[config.mk]
export PLATFORM = sky130hd
export DESIGN_NAME = seq_divider
export DESIGN_NICKNAME = d
export VERILOG_FILES = /design/src/rtl/seq_divider.sv
export SDC_FILE = /design/constraint.sdc
export NUM_CORES = 1
export LEC_CHECK = 0
export ABC_AREA = 1
export ABC_CLOCK_PERIOD_IN_PS = 2600
export CAP_MARGIN = 40
export CORE_MARGIN = 2
export CORE_UTILIZATION = 35
export DETAILED_ROUTE_END_ITERATION = 6
export GPL_TIMING_DRIVEN = 0
export SYNTH_ARGS = -nofsm -noshare
export SYNTH_HDL_FRONTEND = slang
export SYNTH_SLANG_ARGS = --single-unit
[constraint.sdc]
create_clock -name clk -period 2.6 [get_ports clk]
set_input_delay 0.26 -clock clk [delete_from_list [all_inputs] [get_ports clk]]
set_output_delay 0.26 -clock clk [all_outputs]
set_load 0.05 [all_outputs]
[src/rtl/seq_divider.sv]
// seq_divider: sequential restoring divider, 2*WIDTH-bit dividend / WIDTH-bit divisor.
// Latency: done in the cycle after edge N+WIDTH (normal) or N+1 (zero divisor/overflow), N = accept edge.
// Backpressure: start is sampled only in IDLE; requests while busy/done are dropped, never queued.
// Ports: clk, rst_n (async, active low), start, dividend, divisor -> busy, done,
//        quotient, remainder, div_by_zero, overflow, chk_err.
// Optional self-check enabled by macro SEQ_DIVIDER_CHECK_EN (chk_err tied 0 otherwise).
module seq_divider #(
  parameter int WIDTH = 4
) (
  input  logic               clk,
  input  logic               rst_n,
  input  logic               start,
  input  logic [2*WIDTH-1:0] dividend,
  input  logic [WIDTH-1:0]   divisor,
  output logic               busy,
  output logic               done,
  output logic [WIDTH-1:0]   quotient,
  output logic [WIDTH-1:0]   remainder,
  output logic               div_by_zero,
  output logic               overflow,
  output logic               chk_err
);

  localparam logic [1:0] IDLE = 2'd0;
  localparam logic [1:0] CALC = 2'd1;
  localparam logic [1:0] DONE = 2'd2;
  localparam int CW = (WIDTH > 1) ? $clog2(WIDTH) : 1;

  logic [1:0]       state;
  logic [WIDTH-1:0] dlo;     // low dividend half, consumed MSB first
  logic [WIDTH-1:0] dsr;     // captured divisor
  logic [WIDTH-1:0] p;       // partial remainder
  logic [WIDTH-1:0] qacc;    // quotient bits produced so far
  logic [CW-1:0]    cnt;     // index of the quotient bit being produced
  logic             fz;      // pending zero-divisor result
  logic             fo;      // pending overflow result

  logic [WIDTH:0]   t;
  logic             ge;
  logic [WIDTH-1:0] p_next;
  logic [WIDTH-1:0] q_next;

  // One restoring step. The compare is W+1 bits wide; the subtract can be
  // done modulo 2^W because p < dsr guarantees t - dsr < dsr.
  always_comb begin
    t      = {p, dlo[cnt]};
    ge     = (t >= {1'b0, dsr});
    p_next = ge ? (t[WIDTH-1:0] - dsr) : t[WIDTH-1:0];
    q_next = qacc;
    q_next[cnt] = ge;
  end

  assign busy = (state == CALC);
  assign done = (state == DONE);

`ifdef SEQ_DIVIDER_CHECK_EN
  logic [WIDTH-1:0]   dhi;
  logic [2*WIDTH-1:0] recon;
  // Rebuild the dividend from the result being registered so that chk_err
  // is valid in the same cycle as done.
  assign recon = ({{WIDTH{1'b0}}, q_next} * {{WIDTH{1'b0}}, dsr})
               + {{WIDTH{1'b0}}, p_next};
`else
  assign chk_err = 1'b0;
`endif

  always_ff @(posedge clk or negedge rst_n) begin
    if (!rst_n) begin
      state       <= IDLE;
      dlo         <= '0;
      dsr         <= '0;
      p           <= '0;
      qacc        <= '0;
      cnt         <= '0;
      fz          <= 1'b0;
      fo          <= 1'b0;
      quotient    <= '0;
      remainder   <= '0;
      div_by_zero <= 1'b0;
      overflow    <= 1'b0;
`ifdef SEQ_DIVIDER_CHECK_EN
      dhi         <= '0;
      chk_err     <= 1'b0;
`endif
    end else begin
      case (state)
        IDLE: begin
          if (start) begin
            dlo         <= dividend[WIDTH-1:0];
            dsr         <= divisor;
            p           <= dividend[2*WIDTH-1:WIDTH];
            qacc        <= '0;
            cnt         <= CW'(WIDTH - 1);
            fz          <= (divisor == '0);
            fo          <= (divisor != '0) && (dividend[2*WIDTH-1:WIDTH] >= divisor);
            div_by_zero <= 1'b0;
            overflow    <= 1'b0;
`ifdef SEQ_DIVIDER_CHECK_EN
            dhi         <= dividend[2*WIDTH-1:WIDTH];
            chk_err     <= 1'b0;
`endif
            state       <= CALC;
          end
        end
        CALC: begin
          if (fz || fo) begin
            // Flagged results spend a single busy cycle, no iteration.
            quotient    <= '1;
            remainder   <= fz ? dlo : '0;
            div_by_zero <= fz;
            overflow    <= fo;
            state       <= DONE;
          end else begin
            p    <= p_next;
            qacc <= q_next;
            cnt  <= cnt - 1'b1;
            if (cnt == '0) begin
              quotient  <= q_next;
              remainder <= p_next;
`ifdef SEQ_DIVIDER_CHECK_EN
              chk_err   <= (recon != {dhi, dlo});
`endif
              state     <= DONE;
            end
          end
        end
        DONE:    state <= IDLE;
        default: state <= IDLE;
      endcase
    end
  end

endmodule

==> impl_metrics.env <==
export IMPL_status="finished, final reports clean"
export IMPL_start_kind="flip-flop"
export IMPL_wl_um=3880
export IMPL_clk_path_buf_depth=2
export IMPL_cts_tree="yes"
export IMPL_numCtsBuffers=5
export IMPL_layout_commonest_cell="nand2_1"
export IMPL_postRouteAntennaNets=0
export IMPL_drv_cap=0
export IMPL_cts_root_buf="clkbuf_8"
export IMPL_r2r_end="remainder[2]$_DFFE_PN0P_"
export IMPL_layout_common_cells="62 x nand2_1, 31 x dfrtp_1, 26 x inv_1, 25 x clkdlybuf4s50_1, 14 x nor2_1"
export IMPL_tightest_slew_ns=0.722
export IMPL_fp_dieW_um=76.6
export IMPL_first_pass_iters=4
export IMPL_grt_pass1_vias=1449
export IMPL_seq_area_frac_synth=0.420
export IMPL_required_ns=2.34
export IMPL_antenna_cells=0
export IMPL_regToRegSetupSlack_ns=0.54
export IMPL_cts_sinks=31
export IMPL_final_nets=283
export IMPL_fillers=531
export IMPL_path_class="reg -> out"
export IMPL_finClkSkew_ns=0.00531
export IMPL_core_mm2=0.00511
export IMPL_r2r_start="cnt[0]$_DFFE_PN0P_"
export IMPL_cts_hold_buffers=0
export IMPL_dieArea_mm2=0.00587
export IMPL_netlist_instances=222
export IMPL_gr_total_overflow=0
export IMPL_synthesis_nets=250
export IMPL_cpPeakStageDelay_ns=0.84
export IMPL_crit_path_end_kind="primary output"
export IMPL_synth_edff_count=0
export IMPL_critPathMostFrequentCell="inv_1"
export IMPL_rows=26
export IMPL_grt_pass1_wl_um=6780
export IMPL_worstPathArrival_ns=1.99
export IMPL_worst_path_max_fanout=10
export IMPL_slowest_stage="clkdlybuf4s50_1"
export IMPL_dr_first_iter_drc_count=50
export IMPL_cp_cell_sequence="inv_1 -> nand2_2 -> inv_1 -> clkdlybuf4s50_1"
export IMPL_drc_errors=0
export IMPL_rr_worst_depth=11
export IMPL_ys_warn_count=0
export IMPL_vias=1484
export IMPL_insertion_delay_ns=0.28
export IMPL_fmax_mhz=445
export IMPL_maxSlewHeadroom=0.519
export IMPL_register_area_um2=776
export IMPL_period_minus_slack_ns=2.25
export IMPL_cpLargestDelayFamily="buffers and inverters"
export IMPL_gp_congestion=0.748
export IMPL_grtUsageTotal=0.149
export IMPL_drive_above_1_share=0.165
export IMPL_hold_path_class="in -> async"
export IMPL_cts_clk_slew_worst_paths_ns=0.07
export IMPL_rsz0062_at_grt="false"
export IMPL_multi_input_area_um2=927
export IMPL_hold_viol=0
export IMPL_start_util=0.362
export IMPL_setup_violations=0
export IMPL_syn_area_mm2=0.00185
export IMPL_die_height_um=76.6
export IMPL_fin_tns_setup_ns=0
export IMPL_worstPathBufferInverterCount=3
export IMPL_synth_cell_types=32
export IMPL_synthArstFlopShare=1.00
export IMPL_cts_setup_buffers=0
export IMPL_pin_count=28
export IMPL_synth_seq_cells=31
export IMPL_fin_crit_sh=0.864
export IMPL_grt_max_degree=32
export IMPL_vias_per_cell=4.57
export IMPL_avgSynthCellArea_um2=8.32
export IMPL_slew_viol_final=0
export IMPL_wire_per_inst_um=12.0
export IMPL_antenna_found_initial=0
export IMPL_synth_main_ff_cell="dfrtp_1"
export IMPL_syn_to_final_growth_pct=24.1
export IMPL_port_buffers=26
export IMPL_hpwl_um=3000
export IMPL_htree_num_levels=2
export IMPL_cts_resized=0
cells in the mapped netlist (2+ instances only):
cell type	count	share of area
nor2_8	2	0.022
a21oi_1	8	0.022
a21oi_2	9	0.043
inv_2	2	0.0041
nand3_1	13	0.035
inv_1	26	0.053
dfrtp_1	31	0.42
nand2_1	62	0.13
nor2_1	14	0.028
nor2_4	2	0.012
o21ai_1	4	0.011
ha_1	12	0.081
nor2_2	6	0.020
o22ai_1	3	0.010
o21ai_0	6	0.016
nand2_2	5	0.017
buf_2	2	0.0054
final cells by class:
cell class,instances,share of cell area
multi-input combinational,157,0.404
sequential,31,0.338
timing repair buffer,26,0.111
inverter,30,0.0502
tap,70,0.0382
clock buffer,6,0.0317
clock inverter,1,0.0131
buffer,4,0.0126
registers in the layout, indices dropped and copies added (netlist names):
signal / flops
dlo: 4
dsr: 4
p: 4
quotient: 4
remainder: 4
qacc: 3
cnt: 2
state: 2
div_by_zero: 1
fo: 1
fz: 1
overflow: 1
routing by layer:
layer,part of all wire,track usage
met5,0,0
met4,0.015,0.0545
met2,0.46,0.237
met1,0.48,0.191
met3,0.044,0.0474
stage by stage:
stage	setup slack [ns]	std cells	area, um2	hold WS [ns]	utilization
after floorplan	0.765	222	1850	-0.0356	-
after detailed placement	0.531	318	2190	0.363	0.429
after global placement	0.537	318	2190	0.466	0.430
final	0.354	325	2290	0.0282	0.449
after CTS	0.310	325	2290	0.0516	0.449
after global routing	0.256	325	2290	0.0805	0.449
worst max-delay path by stage:
stage	from	to	slack, ns	cells after the start
global placement	cnt[0]$_DFFE_PN0P_	remainder[2]$_DFFE_PN0P_	0.54	11
floorplan	cnt[0]$_DFFE_PN0P_	remainder[2]$_DFFE_PN0P_	0.76	11
detailed placement	cnt[0]$_DFFE_PN0P_	remainder[2]$_DFFE_PN0P_	0.53	11
finish	state[1]$_DFFE_PN0P_	busy	0.35	4
CTS	state[1]$_DFFE_PN0P_	busy	0.31	4
global route	state[1]$_DFFE_PN0P_	busy	0.26	4
worst reg2reg max path: stages (launching register included):
cell and delay, ns:
dfrtp_1 0.43, inv_1 0.18, nand2_1 0.07, nand3_1 0.07, nand2_1 0.08, ha_1 0.23, fa_1 0.39, xnor2_1 0.19
nand2_2 0.06, nand2_1 0.11, nand2_1 0.08, a21oi_2 0.11
logic make-up after synthesis:
logic type | Yosys count | share of synthesized area
buffers and inverters | 34 | 0.0779
AND/OR/NAND/NOR | 110 | 0.294
AO/OA/AOI/OAI | 32 | 0.109
other | 1 | 0.00203
adder cells (fa/ha/maj) | 13 | 0.0921
XOR/XNOR | 1 | 0.00474
flip-flops | 31 | 0.420
Power is not shown: default switching activity piles up to over one toggle a cycle in this logic, so the estimate is an artifact.
